==> src/rtl/ahb_arbiter_2to1.sv <==
// ahb_arbiter_2to1
// Shares one downstream AHB-Lite slave between two upstream AHB-Lite masters.
// Each accepted upstream address phase is parked in a per-port pending
// register. Pending requests are replayed downstream one at a time, with
// round-robin priority. The owning master is stalled through its hready until
// the downstream data phase completes.
//
// Ports:
//   clk, rst           rising-edge clock, synchronous active-high reset
//   s0_* / s1_*        upstream AHB slave ports (hsel, hwrite, htrans, hsize,
//                      haddr, hwdata in; hrdata, hready, hresp out)
//   m_*                downstream AHB master port (hsel, hwrite, htrans, hsize,
//                      haddr, hwdata out; hrdata, hready, hresp in)
module ahb_arbiter_2to1 #(
  parameter int DATA_WIDTH = 32,
  parameter int ADDR_WIDTH = 32
) (
  input  logic                  clk,
  input  logic                  rst,
  input  logic                  s0_hsel,
  input  logic                  s0_hwrite,
  input  logic [1:0]            s0_htrans,
  input  logic [2:0]            s0_hsize,
  input  logic [ADDR_WIDTH-1:0] s0_haddr,
  input  logic [DATA_WIDTH-1:0] s0_hwdata,
  output logic [DATA_WIDTH-1:0] s0_hrdata,
  output logic                  s0_hready,
  output logic                  s0_hresp,
  input  logic                  s1_hsel,
  input  logic                  s1_hwrite,
  input  logic [1:0]            s1_htrans,
  input  logic [2:0]            s1_hsize,
  input  logic [ADDR_WIDTH-1:0] s1_haddr,
  input  logic [DATA_WIDTH-1:0] s1_hwdata,
  output logic [DATA_WIDTH-1:0] s1_hrdata,
  output logic                  s1_hready,
  output logic                  s1_hresp,
  output logic                  m_hsel,
  output logic                  m_hwrite,
  output logic [1:0]            m_htrans,
  output logic [2:0]            m_hsize,
  output logic [ADDR_WIDTH-1:0] m_haddr,
  output logic [DATA_WIDTH-1:0] m_hwdata,
  input  logic [DATA_WIDTH-1:0] m_hrdata,
  input  logic                  m_hready,
  input  logic                  m_hresp
);

  typedef enum logic [1:0] {
    ST_IDLE = 2'd0,
    ST_ADDR = 2'd1,
    ST_DATA = 2'd2
  } state_e;

  state_e                     state_q, state_d;
  logic                       gnt_q, gnt_d;
  logic                       last_q, last_d;
  logic [1:0]                 pend_q, pend_d;
  logic [1:0]                 pwrite_q, pwrite_d;
  logic [1:0][2:0]            psize_q, psize_d;
  logic [1:0][ADDR_WIDTH-1:0] paddr_q, paddr_d;

  // Upstream ports gathered into arrays so both are handled by one loop.
  logic [1:0]                 hsel_in, hwrite_in;
  logic [1:0][1:0]            htrans_in;
  logic [1:0][2:0]            hsize_in;
  logic [1:0][ADDR_WIDTH-1:0] haddr_in;
  logic [1:0][DATA_WIDTH-1:0] hwdata_in;
  logic [1:0]                 hready_int;
  logic [1:0]                 accept;
  logic                       xfer_done;

  assign hsel_in   = {s1_hsel, s0_hsel};
  assign hwrite_in = {s1_hwrite, s0_hwrite};
  assign htrans_in = {s1_htrans, s0_htrans};
  assign hsize_in  = {s1_hsize, s0_hsize};
  assign haddr_in  = {s1_haddr, s0_haddr};
  assign hwdata_in = {s1_hwdata, s0_hwdata};
  assign xfer_done = (state_q == ST_DATA) && m_hready;

  // Upstream ready: a pending port is only released on its own final data beat.
  always_comb begin
    hready_int = 2'b11;
    accept     = 2'b00;
    for (int n = 0; n < 2; n++) begin
      if (pend_q[n]) begin
        hready_int[n] = xfer_done && (gnt_q == 1'(n));
      end else begin
        hready_int[n] = 1'b1;
      end
      accept[n] = hsel_in[n] && htrans_in[n][1] && hready_int[n];
    end
  end

  // Pending registers: a new acceptance wins over the clear, so a port can
  // re-arm in the very cycle its previous response completes.
  always_comb begin
    pend_d   = pend_q;
    pwrite_d = pwrite_q;
    psize_d  = psize_q;
    paddr_d  = paddr_q;
    for (int n = 0; n < 2; n++) begin
      if (accept[n]) begin
        pend_d[n]   = 1'b1;
        pwrite_d[n] = hwrite_in[n];
        psize_d[n]  = hsize_in[n];
        paddr_d[n]  = haddr_in[n];
      end else if (xfer_done && (gnt_q == 1'(n))) begin
        pend_d[n] = 1'b0;
      end else begin
        pend_d[n] = pend_q[n];
      end
    end
  end

  // Grant FSM next state; on a tie the port not granted last time wins.
  always_comb begin
    state_d = state_q;
    gnt_d   = gnt_q;
    last_d  = last_q;
    case (state_q)
      ST_IDLE: begin
        if (pend_q != 2'b00) begin
          if (pend_q == 2'b11) begin
            gnt_d = ~last_q;
          end else begin
            // exactly one pending: bit 1 set means port 1
            gnt_d = pend_q[1];
          end
          last_d  = gnt_d;
          state_d = ST_ADDR;
        end else begin
          state_d = ST_IDLE;
        end
      end
      ST_ADDR: begin
        if (m_hready) begin
          state_d = ST_DATA;
        end else begin
          state_d = ST_ADDR;
        end
      end
      ST_DATA: begin
        if (m_hready) begin
          state_d = ST_IDLE;
        end else begin
          state_d = ST_DATA;
        end
      end
      default: begin
        state_d = ST_IDLE;
      end
    endcase
  end

  // Output decode; reset forces the idle values even before the flops settle.
  always_comb begin
    s0_hready = 1'b1;
    s1_hready = 1'b1;
    s0_hresp  = 1'b0;
    s1_hresp  = 1'b0;
    s0_hrdata = {DATA_WIDTH{1'b0}};
    s1_hrdata = {DATA_WIDTH{1'b0}};
    m_hsel    = 1'b0;
    m_htrans  = 2'b00;
    m_hwrite  = 1'b0;
    m_hsize   = 3'b000;
    m_haddr   = {ADDR_WIDTH{1'b0}};
    m_hwdata  = {DATA_WIDTH{1'b0}};
    if (!rst) begin
      s0_hready = hready_int[0];
      s1_hready = hready_int[1];
      case (state_q)
        ST_ADDR: begin
          m_hsel   = 1'b1;
          m_htrans = 2'b10;
          m_hwrite = pwrite_q[gnt_q];
          m_hsize  = psize_q[gnt_q];
          m_haddr  = paddr_q[gnt_q];
        end
        ST_DATA: begin
          // upstream master holds hwdata while stalled, so pass it straight on
          m_hwdata = hwdata_in[gnt_q];
          if (gnt_q) begin
            s1_hrdata = m_hrdata;
            s1_hresp  = m_hresp;
          end else begin
            s0_hrdata = m_hrdata;
            s0_hresp  = m_hresp;
          end
        end
        default: begin
          m_hsel = 1'b0;
        end
      endcase
    end else begin
      s0_hready = 1'b1;
      s1_hready = 1'b1;
    end
  end

  // State and pending registers.
  always_ff @(posedge clk) begin
    if (rst) begin
      state_q  <= ST_IDLE;
      gnt_q    <= 1'b0;
      last_q   <= 1'b1;
      pend_q   <= 2'b00;
      pwrite_q <= 2'b00;
      psize_q  <= {2{3'b000}};
      paddr_q  <= {2{{ADDR_WIDTH{1'b0}}}};
    end else begin
      state_q  <= state_d;
      gnt_q    <= gnt_d;
      last_q   <= last_d;
      pend_q   <= pend_d;
      pwrite_q <= pwrite_d;
      psize_q  <= psize_d;
      paddr_q  <= paddr_d;
    end
  end

endmodule
==> config.mk <==
export PLATFORM = sky130hd
export DESIGN_NAME = ahb_arbiter_2to1
export DESIGN_NICKNAME = d
export VERILOG_FILES = /design/src/rtl/ahb_arbiter_2to1.sv
export SDC_FILE = /design/constraint.sdc
export NUM_CORES = 1
export LEC_CHECK = 0
export ABC_AREA = 1
export CAP_MARGIN = 20
export CORE_AREA = 2 2 123 125
export DETAILED_ROUTE_END_ITERATION = 12
export DIE_AREA = 0 0 125 127
export GPL_TIMING_DRIVEN = 0
export PLACE_DENSITY = 0.77
export SLEW_MARGIN = 40
export SYNTH_ARGS = -nofsm -noshare
export SYNTH_HDL_FRONTEND = slang
export SYNTH_SLANG_ARGS = --single-unit
==> constraint.sdc <==
create_clock -name clk -period 1.8 [get_ports clk]
set_input_delay 0.45 -clock clk [delete_from_list [all_inputs] [get_ports clk]]
set_output_delay 0.45 -clock clk [all_outputs]
set_load 0.005 [all_outputs]
### Word-level counts from Yosys, hierarchy flattened

Cells that the tools add are included.

* $lt $le $gt $ge: 1
* equality and inequality tests: 3
* multiplexer cells: 45
* bitwise operators: 2
* reduce and logical (&&, ||, !) cells: 12

Operators by type and width (number)
* $mux 32: 14
* $mux 1: 22
* $mux 3: 4
* $mux 2: 4
* $logic_and 1x1->1: 7
* $pmux 2 s3: 1
* $reduce_bool 2->1: 3
* $eq 2x2->1 const B: 2
* $eq 2x1->1 const B: 1
* $logic_not 2->1: 1
* $lt 1x2->1 const B: 1
* $not 1->1: 2
* $reduce_and 2->1: 1

* flip-flop bits (word level): 78
* input bits: 178
* output and inout bits: 139
* logic and storage cells: 74

### Longest topological paths before layout

Gate-level depths: netlist (run 1).

* word-level depth: 6
* depth in mapped cells: 8
* gate-level depth less buffers: 6

### Worst setup path before layout (run 1)

No wires, ideal clock.

* kind: input -> output
* from: in rst
* to: out m_htrans[1]
* arrival time: 1123 ps
* data required time: 1350 ps
* slack: 227 ps
* stages: 6
* path buffers: 3
* path through: inv_2 > nand2_1 > buf_2 > buf_2 > inv_1 > buf_4

* word-level cells in the longest chain between the ends: 1

Ends and longest elaborated chain
* start, declared: RTL line 19 `input logic rst,`
* $mux 2: RTL line 170 `if (!rst) begin`
* end, declared: RTL line 40 `output logic [1:0] m_htrans,`

Every way passes these cells.

### Final worst setup path (run 1)

* from: reg state_q[1]
* to: out s1_hrdata[18]

* word-level cells in the longest chain between the ends: 3

Ends and longest elaborated chain
* start, declared: RTL line 55 `state_e state_q, state_d;`
* start signal, assigned: RTL line 213 `state_q <= state_d;`
* $eq 2x2->1: RTL line 173 `case (state_q)`
* $mux 32: RTL line 173
* $mux 32: RTL line 170
* end, declared: RTL line 35 `output logic [DATA_WIDTH-1:0] s1_hrdata,`

Every way passes these cells.

==> metrics list, run 1 <==
- The congestion estimate from routability-driven global placement came to 0.977.
- Worst hold slack: 442 ps
* Top cell family by delay on the critical path: buffers and inverters
- For this block, the routed nets add up to 24,400 um of wire.
- Count of cell types in the netlist: 22
* Number of warnings issued by yosys: 0
- The run finished, with violations left.
- Detailed Place HPWL: 16,800 um
* Leading area contributor after synthesis: sky130_fd_sc_hd__dfxtp_1
* Sequential area share after synthesis: 31.1%
* Height of the die: 127 um
- Post-synthesis instance total: 816
* CTS Hold Buffers Added: 0
- Buffers placed on the I/O ports in this run total 313.
* Hold Crit Class: in2reg
- Clock-pin slew on the worst setup and hold paths: 60 ps
- Crit path depth: 6
- Top-level port count: 317
* First element of the critical path: state_q[1]
* Critical-path cell list: inv_4 > nor2_4 > inv_2 > clkbuf_8 > nor3_4 > clkdlybuf4s15_2
- Biggest fanout along the worst timing path: 10
- The synthesized netlist devotes 0% of its cell area to adder and majority cells.
- The most critical setup path has its endpoint at s1_hrdata[18].
- Count of nets left with antenna violations after detail routing: 0
- Remaining design rule violation count: 0
- For the worst-skew pair, the clock arrives at the later sink with an insertion delay of 340 ps.
- The final hold violation count is 0.
- Area share of xor/xnor cells in the synthesized design: 0%
- The slowest stage of the critical path belongs to the cell sky130_fd_sc_hd__dfxtp_4.
- STA classifies the critical path startpoint as a register.
- The net count of the finished layout is 1,364.
- Signed area change from the synthesized netlist to the final layout: 100%
- The final reports fail on negative setup slack.
- Counting cells, the worst reg-to-reg path comes to 9.
* Maximum VDD drop: 0.633 mV
- Least-Margin Pin Slew: 542 ps
- Global routing used 28.2% of the available tracks across all layers.
- Pins over their slew limit: 0
* Number of placement rows: 44
- Post-layout minimum cycle time: 2070 ps
- CTS tree: built
* Critical path buffers and inverters: 4
* Reg-to-reg slack, setup: 230 ps
- The worst setup path is captured at a primary output.
- CTS saw 78 sinks.
- Initial core utilization: 34.8%
- H-Tree Level Count: 3
- In the final layout, the share of cells above drive strength 1 is 35.1%.
- Non-filler instance count after layout: 1,379
- Final count of negative-setup-slack endpoints: 137
- In this run the power density over the cells is 568 nW/um^2.
* Number of optimization iterations in the first detailed-route pass: 5
- Cell area after technology mapping: 5020 sq um
- Launch point of the worst reg-to-reg path: state_q[0]
- Sum of overflow across all layers after global routing: 0
* Power after layout: 5.70 mW
- After synthesis, the largest family of logic cells by area is simple AND/OR/NAND/NOR gates.
- In this design, the stage delay of the slowest critical-path cell is 390 ps.
* Number of vias per cell: 5.13
- Worst endpoint data arrival time: 1620 ps
* Core region area: 14,400 sq um
- Counting tap cells, the placed design contains a total of 1,313 instances.
* Total nets after synthesis: 994
- The first global-routing pass estimated 35,600 um of wire.
* Leak Pwr: 4.43 nW
- The detailed router placed 7,071 vias in this run.
- Remaining max-slew budget at the tightest pin: 63.8%
- Final Worst Setup Slack: -275 ps
* Area enclosed by the die boundary: 15,900 sq um
- Via count of the first global-routing pass: 6,614
* Fin Setup TNS: -25,180 ps
- After synthesis, the share of cell area in mux cells is 0%.
* Die width: 125 um
* Number of clock buffers inserted by TritonCTS: 9
- Simple-gate share of the synthesized area: 39.7%
* Clock root buffer master: sky130_fd_sc_hd__clkbuf_16
- The average instance in the mapped netlist occupies 6.15 sq um.
- The longest clock path from root to sink contains 2 buffers.
- The tool flagged a number of max-cap violations equal to 0.
- The synthesized netlist devotes 14.6% of its cell area to compound gates.
- Data required time at the worst endpoint: 1350 ps
- Share of Yosys cell area claimed by the top area cell type: 31.1%
- The endpoint identified for the worst register-to-register timing path is psize_q[3].
- Synth Register Bits: 78
- After detailed routing, the average wire length per cell comes to 17.7 um.
* Final worst path period share: 115%
* Clock skew after layout: 3.46 ps
- By area the synthesized netlist is led by sky130_fd_sc_hd__dfxtp_1 (31%), sky130_fd_sc_hd__nand2_1 (16%), sky130_fd_sc_hd__a21oi_1 (14%).
- Maximum number of pins on one net before global-route repair: 14
- Maximum clock frequency: 0.482 GHz
- Crit path kind: reg2out
- Initial antenna violation count: 4
* Layout filler cell count: 1,150
- The detailed router finished its first iteration with 411 violations.
- Unrepaired setup endpoints after global routing: true
## worst register-to-register path: stages, from the launching register on
cell and delay (ps):
sky130_fd_sc_hd__dfxtp_2 340, sky130_fd_sc_hd__inv_2 80, sky130_fd_sc_hd__buf_4 130, sky130_fd_sc_hd__nand4_1 130, sky130_fd_sc_hd__buf_4 180, sky130_fd_sc_hd__nand2_4 140, sky130_fd_sc_hd__buf_4 220, sky130_fd_sc_hd__nand3b_1 110
sky130_fd_sc_hd__nand2_1 100, sky130_fd_sc_hd__nor2_1 40
## cells in the mapped netlist
cell type and number:
sky130_fd_sc_hd__nand4_2 1, sky130_fd_sc_hd__o21ai_0 3, sky130_fd_sc_hd__clkbuf_1 24, sky130_fd_sc_hd__conb_1 1
sky130_fd_sc_hd__buf_1 11, sky130_fd_sc_hd__buf_2 17, sky130_fd_sc_hd__nand2_4 2, sky130_fd_sc_hd__nor2_1 75
sky130_fd_sc_hd__o22ai_1 2, sky130_fd_sc_hd__nand3_1 40, sky130_fd_sc_hd__nand4_1 1, sky130_fd_sc_hd__nor3_1 56
sky130_fd_sc_hd__nor3_2 10, sky130_fd_sc_hd__dfxtp_1 78, sky130_fd_sc_hd__a21oi_1 141, sky130_fd_sc_hd__nand2_1 217
sky130_fd_sc_hd__buf_4 6, sky130_fd_sc_hd__nand3b_1 36, sky130_fd_sc_hd__inv_1 73, sky130_fd_sc_hd__inv_2 6
sky130_fd_sc_hd__buf_6 15, sky130_fd_sc_hd__nor2_2 1
## cells by family (layout without fill, tap and decap cells)
| kind of cell | count (synthesis) | in the layout |
|---|---|---|
| AND/OR/NAND/NOR | 439 | 439 |
| flip-flops | 78 | 78 |
| buffers and inverters | 152 | 527 |
| AO/OA/AOI/OAI | 146 | 146 |
| other | 1 | 5 |
## cells in the final DEF (no fill, tap or decap), types with 3 or more instances in the layout
| cell type | synthesis | routed |
|---|---|---|
| sky130_fd_sc_hd__a21oi_4 | 0 | 19 |
| sky130_fd_sc_hd__a21oi_1 | 141 | 73 |
| sky130_fd_sc_hd__inv_2 | 6 | 4 |
| sky130_fd_sc_hd__buf_16 | 0 | 4 |
| sky130_fd_sc_hd__nand3b_1 | 36 | 36 |
| sky130_fd_sc_hd__clkdlybuf4s50_1 | 0 | 173 |
| sky130_fd_sc_hd__buf_6 | 15 | 49 |
| sky130_fd_sc_hd__clkdlybuf4s15_2 | 0 | 15 |
| sky130_fd_sc_hd__nand2_4 | 2 | 12 |
| sky130_fd_sc_hd__buf_4 | 6 | 18 |
| sky130_fd_sc_hd__dfxtp_1 | 78 | 75 |
| sky130_fd_sc_hd__buf_8 | 0 | 14 |
| sky130_fd_sc_hd__nand2_2 | 0 | 19 |
| sky130_fd_sc_hd__nor3_1 | 56 | 12 |
| sky130_fd_sc_hd__o21ai_0 | 3 | 3 |
| sky130_fd_sc_hd__buf_2 | 17 | 108 |
| sky130_fd_sc_hd__buf_1 | 11 | 11 |
| sky130_fd_sc_hd__clkbuf_1 | 24 | 12 |
| sky130_fd_sc_hd__nor3_2 | 10 | 43 |
| sky130_fd_sc_hd__nand2_1 | 217 | 187 |
| sky130_fd_sc_hd__diode_2 | 0 | 4 |
| sky130_fd_sc_hd__nor2_1 | 75 | 74 |
| sky130_fd_sc_hd__nand3_1 | 40 | 38 |
| sky130_fd_sc_hd__inv_1 | 73 | 71 |
| sky130_fd_sc_hd__clkbuf_16 | 0 | 16 |
| sky130_fd_sc_hd__clkbuf_8 | 0 | 5 |
| sky130_fd_sc_hd__a21oi_2 | 0 | 49 |
| sky130_fd_sc_hd__buf_12 | 0 | 10 |
| sky130_fd_sc_hd__clkbuf_2 | 0 | 4 |
| sky130_fd_sc_hd__nor3_4 | 0 | 11 |
## report_power, final
part	total (mW)	switching [mW]	internal, mW	leakage [nW]
Sequential	1.94	0.0873	1.85	0.644
Clock	1.99	0.739	1.25	0.157
Combinational	1.77	0.852	0.922	3.63
## worst min-delay path by stage
stage	start	to	cells past startpoint
2_1_floorplan	last_q	last_q	2
3_3_place_gp	last_q	last_q	2
3_5_place_dp	last_q	last_q	2
4_1_cts	rst	state_q[0]	2
5_1_grt	rst	pend_q[0]	2
6_report	rst	pend_q[0]	2
## metal layers
metal | GRT usage (%) | up-vias | wire length (um) | share of wire (%)
met2 | 48.5 | 347 | 12000 | 49
met4 | 11.3 | 0 | 833 | 3.4
li1 | - | 3373 | - | -
met1 | 35.0 | 3296 | 9710 | 40
met5 | 0 | - | 0 | 0
met3 | 5.23 | 55 | 1820 | 7.5
## state kept, by name (all words and copies together) (netlist names)
register,count
psize_q,6
state_q,2
gnt_q,1
paddr_q,64
pend_q,2
last_q,1
pwrite_q,2
## through the flow
step                worst slack [ps]  utilization (%)  instance area (sq um)
global route                    -311             69.6                  10000
detailed placement             -1300             58.1                   8380
finish                          -275             69.6                  10000
global placement               -1300             58.1                   8380
floorplan                        227                -                   5020
CTS                             -268             66.7                   9620
## timing repair
action | CTS | global route
resized for setup | 767 | 121
buffers inserted | 23 | 17
gates cloned | 13 | 2
setup endpoints to repair | 138 | 138
pin swaps | 18 | 10
## area by class of cell
cell class / instances / area, sq um / share of cell area, %
multi-input combinational: 586 / 3580 / 35.6
timing repair buffer: 363 / 3240 / 32.3
sequential: 78 / 1570 / 15.6
buffer: 69 / 778 / 7.75
inverter: 79 / 319 / 3.18
clock buffer: 12 / 246 / 2.45
tap: 184 / 230 / 2.29
clock inverter: 4 / 70.1 / 0.697
antenna: 4 / 10.0 / 0.0996
(Power assumes the default switching activity.)
==> run 2: changes to the inputs <==
--- a/config.mk
+++ b/config.mk
@@ -7,11 +7,11 @@
 export LEC_CHECK = 0
 export ABC_AREA = 1
 export CAP_MARGIN = 20
-export CORE_AREA = 2 2 123 125
+export CORE_AREA = 2 2 122 124
 export DETAILED_ROUTE_END_ITERATION = 12
-export DIE_AREA = 0 0 125 127
+export DIE_AREA = 0 0 124 126
 export GPL_TIMING_DRIVEN = 0
-export PLACE_DENSITY = 0.77
+export PLACE_DENSITY = 0.78
 export SLEW_MARGIN = 40
 export SYNTH_ARGS = -nofsm -noshare
 export SYNTH_HDL_FRONTEND = slang
==> constraint.sdc (replaced) <==
create_clock -name clk -period 2.7 [get_ports clk]
set_input_delay 0.675 -clock clk [delete_from_list [all_inputs] [get_ports clk]]
set_output_delay 0.675 -clock clk [all_outputs]
set_load 0.005 [all_outputs]
==> run 2 against run 1 <==
  * The flow now finishes without violations
  * Cell area shrank 9.4%
  * Die area shrank 1.6%
  * Wire length shrank 9.1%
  * Largest cell class unchanged
  * Clock-buffer cell count grew 1
  * Non-clock buffer count shrank 42
  * Critical path depth grew 1
  * Via count shrank 6.4%
  * Cell count shrank 3.0%
  * Utilization shrank 6.0 points
  * Critical endpoint is now m_haddr[1]
  * Register-to-register slack gained 970 ps
  * Worst setup slack gained 300 ps
  * Power shrank 39%
==> metrics list, run 2 (synthesis results as in run 1) <==
- Total number of clock tree sinks: 78
- Clock tree synthesis selected as its root buffer the cell sky130_fd_sc_hd__clkbuf_16.
* Drt first-iter violations: 320
- The number of max-slew violations in the final report came to 0.
- Final hold violation count: 0
* Worst endpoint data arrival time: 2000 ps
- Once the floorplan was initialized, standard cells occupied 35.1% of the core.
* Post-layout minimum cycle time: 2670 ps
* Crit path kind: in2out
* Initial antenna violation count: 6
- Number of placement rows: 44
- Biggest fanout along the worst timing path: 7
* Die width: 124 um
- Deepest clock path buffer count: 2
* Number of buffers added on ports: 313
* Insertion delay to the later sink of the worst-skew pair: 340 ps
- Reg-to-reg slack, setup: 1200 ps
* Via count of the first global-routing pass: 6,132
- Count of nets left with antenna violations after detail routing: 0
- Summed over all nets, the half-perimeter wirelength after detailed placement is 17,000 um.
- For this run, design rule violations remaining after detail routing come to 0.
- Maximum clock frequency: 0.374 GHz
* Pwr per Cell Area: 382 nW/um^2
- Total detailed-routing wirelength: 22,200 um
- In the global route stage, overall resource usage came out at 27.0%.
- Clock skew after layout: 4.44 ps
- After clock tree synthesis, the clock-pin slew on the worst setup and hold paths is 60 ps.
- After global routing the overflow that remains totals 0.
- The flow ran to the end, and the final reports show no timing, DRC or antenna violations.
- Number of clock buffers inserted by TritonCTS: 9
- Leaving out fill and tap cells, the most frequent cell in the layout is sky130_fd_sc_hd__clkdlybuf4s50_1.
- The die is 126 um tall.
- Counting flops per register, the top entry is paddr_q.
- Maximum VDD drop: 0.330 mV
- Dividing the final minimum period by the clock period gives 99.0%.
* Routed wire per std cell: 16.6 um
* Setup crit end kind: primary output
- The first global-routing pass estimated 32,700 um of wire.
* Top-level port count: 317
* Fin Setup TNS: 0 ps
- H-Tree Level Count: 3
- The congestion estimate from routability-driven global placement came to 0.844.
- The worst pin sits at a relative slew slack of 61.9%.
- For the worst setup path, the data required time is 2030 ps.
* Core region area: 14,300 sq um
- Worst setup SP type: input port
- Number of nets at the end of the flow: 1,322
* Top flop regs: paddr_q: 64 flops, psize_q: 6 flops
- The final route contains 6,621 vias.
* Least-Margin Pin Slew: 571 ps
- Ratio of cells with drive above 1 in the final layout: 10.7%
- The tightest min-delay check is of the reg2reg type.
* # Max-Cap Violations: 0
- In the routed layout, each cell is associated on average with a via count of 4.95.
* CTS tree: built
- The die covers 15,600 sq um.
* Max reg flops: 64
- Relative to the synthesized area, the layout overhead comes to 81.4%.
- Leak Pwr: 4.51 nW
- Hold is met by 478 ps.
- Highest-count cells in the layout ignoring fill and taps: sky130_fd_sc_hd__clkdlybuf4s50_1 (259), sky130_fd_sc_hd__nand2_1 (213), sky130_fd_sc_hd__a21oi_1 (130)
- Number of optimization iterations in the first detailed-route pass: 5
- Setup violations remaining at the end of the flow were counted as 0.
* Maximum number of pins on one net before global-route repair: 13
## run 2: worst max-delay path: stages
cell	delay (ps)
sky130_fd_sc_hd__buf_2	140
sky130_fd_sc_hd__inv_4	110
sky130_fd_sc_hd__nand2_2	80
sky130_fd_sc_hd__buf_6	140
sky130_fd_sc_hd__buf_4	140
sky130_fd_sc_hd__a21oi_1	150
sky130_fd_sc_hd__clkdlybuf4s50_1	560
## run 2: report_power, final
| group | total (mW) | switching, mW | internal, mW | leakage, nW |
|---|---|---|---|---|
| Combinational | 0.955 | 0.457 | 0.498 | 3.72 |
| Sequential | 1.28 | 0.0465 | 1.24 | 0.643 |
| Clock | 1.24 | 0.470 | 0.766 | 0.146 |
| Total | 3.47 | 0.973 | 2.50 | 4.51 |
## run 2: per-stage QoR
step | setup WS (ps) | cells | total power [mW] | utilization, % | instance area [sq um]
final | 28.2 | 1338 | 3.47 | 63.6 | 9100
after global placement | -708 | 1313 | 2.19 | 58.6 | 8380
after global routing | -0.492 | 1338 | 3.62 | 63.6 | 9100
after detailed placement | -675 | 1313 | 2.21 | 58.6 | 8380
after CTS | -4.88 | 1332 | 3.46 | 62.0 | 8870
after floorplan | 677 | 816 | 1.74 | - | 5020
## run 2: per-layer routing
layer,global-route usage [%],share of wire (%)
met1,34.2,41
met2,45.1,48
met3,4.94,7.6
met4,11.0,2.7
met5,0,0.050
## run 2: worst paths after layout
path / start / to / cells past startpoint
max: rst / m_haddr[1] / 7
min: paddr_q[38] / paddr_q[38] / 2
max reg2reg: gnt_q / paddr_q[35] / 7
min reg2reg: paddr_q[38] / paddr_q[38] / 2
## run 2: layout make-up
cell class | count | area, sq um
inverter | 79 | 304
multi-input combinational | 586 | 2880
fill | 1278 | 5210
sequential | 78 | 1570
timing repair buffer | 317 | 3270
clock inverter | 3 | 42.5
clock buffer | 13 | 260
antenna | 5 | 12.5
tap | 184 | 230
buffer | 73 | 543
## run 2: repair_timing
action,CTS,global route
resized for setup,70,80
endpoints found under the setup margin,138,101
pin swaps,1,2
hold buffers,0,0
buffers inserted,3,1
==> run 3: changes to the inputs <==
--- a/config.mk
+++ b/config.mk
@@ -10,8 +10,9 @@
 export CORE_AREA = 2 2 122 124
 export DETAILED_ROUTE_END_ITERATION = 12
 export DIE_AREA = 0 0 124 126
+export DONT_BUFFER_PORTS = 1
 export GPL_TIMING_DRIVEN = 0
-export PLACE_DENSITY = 0.78
+export SKIP_CTS_REPAIR_TIMING = 1
 export SLEW_MARGIN = 40
 export SYNTH_ARGS = -nofsm -noshare
 export SYNTH_HDL_FRONTEND = slang
==> run 3 against run 2 <==
  * Cell count decreased by 24%
  * Wire length decreased by 12%
  * Highest routed layer unchanged
  * Hold slack lost 40 ps
  * Clock-buffer cell count decreased by 3
  * Power down 14%
  * Die area is the same
  * Largest cell class is now multi-input gates
==> metrics list, run 3 (synthesis results as in run 1) <==
* Crit path kind: reg2out
* Detailed Place HPWL: 15,500 um
* Register with the highest flop count: paddr_q
- CTS tree: built
- Worst hold slack: 438 ps
* Least-Margin Pin Slew: 580 ps
* Number of buffers added on ports: 0
- Via count of the first global-routing pass: 4,664
* Insertion delay to the later sink of the worst-skew pair: 330 ps
* Layout filler cell count: 1,605
- Number of nets at the end of the flow: 1,005
- In this run the cell area measured after placement is 5250 sq um.
- Utilization after layout: 38.7%
- Setup violations remaining at the end of the flow were counted as 0.
- After routing the design area is 5540 sq um.
- The tree is rooted in a sky130_fd_sc_hd__clkbuf_16.
- For this design the top-level I/O count stands at 317.
- Worst endpoint data arrival time: 1810 ps
* Unrepaired setup endpoints after global routing: false
- In this run the vertical extent of the chip is 126 um.
* R2r worst-path depth: 7
* H-Tree Level Count: 3
* Count of nets left with antenna violations after detail routing: 0
* Via Count: 5,274
- The first global-routing pass estimated 27,500 um of wire.
- Routed wire per std cell: 19.1 um
- Top flop regs: paddr_q: 64 flops, psize_q: 6 flops
- Power after layout: 2.98 mW
- Remaining max-slew budget at the tightest pin: 61.3%
* Non-filler instance count after layout: 1,017
* Pwr per Cell Area: 537 nW/um^2
- Core region area: 14,300 sq um
* Final hold violation count: 0
* Clock skew after layout: 6.52 ps
- Fin Setup TNS: 0 ps
- For this configuration, the core starts out at a cell density of 35.1%.
- Global router's overall resource usage: 23.6%
- Worst setup SP type: register
- Ratio of cells with drive above 1 in the final layout: 9.03%
- Minimum setup slack after placement: 234 ps
- The tool flagged a number of max-cap violations equal to 0.
* Run status: finished clean
- Counting instances, the worst hold path has a depth of 1.
- Maximum number of pins on one net before global-route repair: 14
* Placed Cells incl. Taps: 1,000
* Initial antenna violation count: 4
- Signed area change from the synthesized netlist to the final layout: 10.4%
* Setup crit end kind: primary output
- Hold Crit Class: in2reg
- Routability-driven placement congestion ratio: 0.964
* Pins over their slew limit: 0
- The longest clock path from root to sink contains 2 buffers.
* Number of optimization iterations in the first detailed-route pass: 5
- Sum of overflow across all layers after global routing: 0
- Dividing the detail-routed via count by the number of cells gives 5.19.
- Final worst path period share: 91.9%
- After clock tree synthesis, the clock-pin slew on the worst setup and hold paths is 60 ps.
* Number of placement rows: 44
* Final Worst Setup Slack: 218 ps
* Post-layout minimum cycle time: 2480 ps
- Maximum VDD drop: 0.305 mV
- Most common cell after layout, fill and taps aside: sky130_fd_sc_hd__nand2_1
- Area enclosed by the die boundary: 15,600 sq um
* Max reg flops: 64
- Wires add up to 19,400 um.
* Remaining design rule violation count: 0
- Summed over all cells, the static leakage comes to 2.32 nW.
- Clock tree synthesis found a total of 78 sinks.
* Biggest fanout along the worst timing path: 10
- Die width: 124 um
- The first routing iteration left 298 violations.
- Maximum clock frequency: 0.403 GHz
* Number of clock buffers inserted by TritonCTS: 9
- Data required time at the worst endpoint: 2030 ps
* Highest-count cells in the layout ignoring fill and taps: sky130_fd_sc_hd__nand2_1 (217), sky130_fd_sc_hd__a21oi_1 (141), sky130_fd_sc_hd__dfxtp_1 (78)
run 3: area by class of cell:
| type | count | area, sq um | share of cell area [%] |
|---|---|---|---|
| antenna | 2 | 5.00 | 0.0903 |
| buffer | 73 | 430 | 7.77 |
| clock buffer | 10 | 239 | 4.31 |
| clock inverter | 5 | 36.3 | 0.655 |
| inverter | 79 | 297 | 5.35 |
| multi-input combinational | 586 | 2740 | 49.5 |
| sequential | 78 | 1560 | 28.2 |
| tap | 184 | 230 | 4.16 |
run 3: worst paths after layout:
check | startpoint | to | slack (ps)
worst max-delay path | gnt_q | m_haddr[0] | 220
worst min-delay path | m_hready | state_q[1] | 440
worst max register to register | gnt_q | paddr_q[35] | 1210
worst min register to register | paddr_q[43] | paddr_q[43] | 480
run 3: where the power goes:
part | switching (mW) | leakage (nW) | total (mW) | internal, mW
sequential | 0.0446 | 0.642 | 1.28 | 1.24
clock | 0.468 | 0.127 | 1.11 | 0.642
combinational | 0.387 | 1.55 | 0.587 | 0.201
total | 0.899 | 2.32 | 2.98 | 2.08
run 3: critical path, stage by stage (launching register included):
cell and delay [ps]:
sky130_fd_sc_hd__dfxtp_1 290, sky130_fd_sc_hd__buf_2 170, sky130_fd_sc_hd__inv_2 160, sky130_fd_sc_hd__clkbuf_1 410
sky130_fd_sc_hd__nand2_1 120, sky130_fd_sc_hd__a21oi_1 320
run 3: routing by layer:
metal	track usage, %	wire length (um)	vias to the layer above
li1	-	-	2632
met1	29.7	8350	2415
met2	39.5	9160	203
met3	7.84	1650	20
met4	4.56	215	4
met5	0	24	-
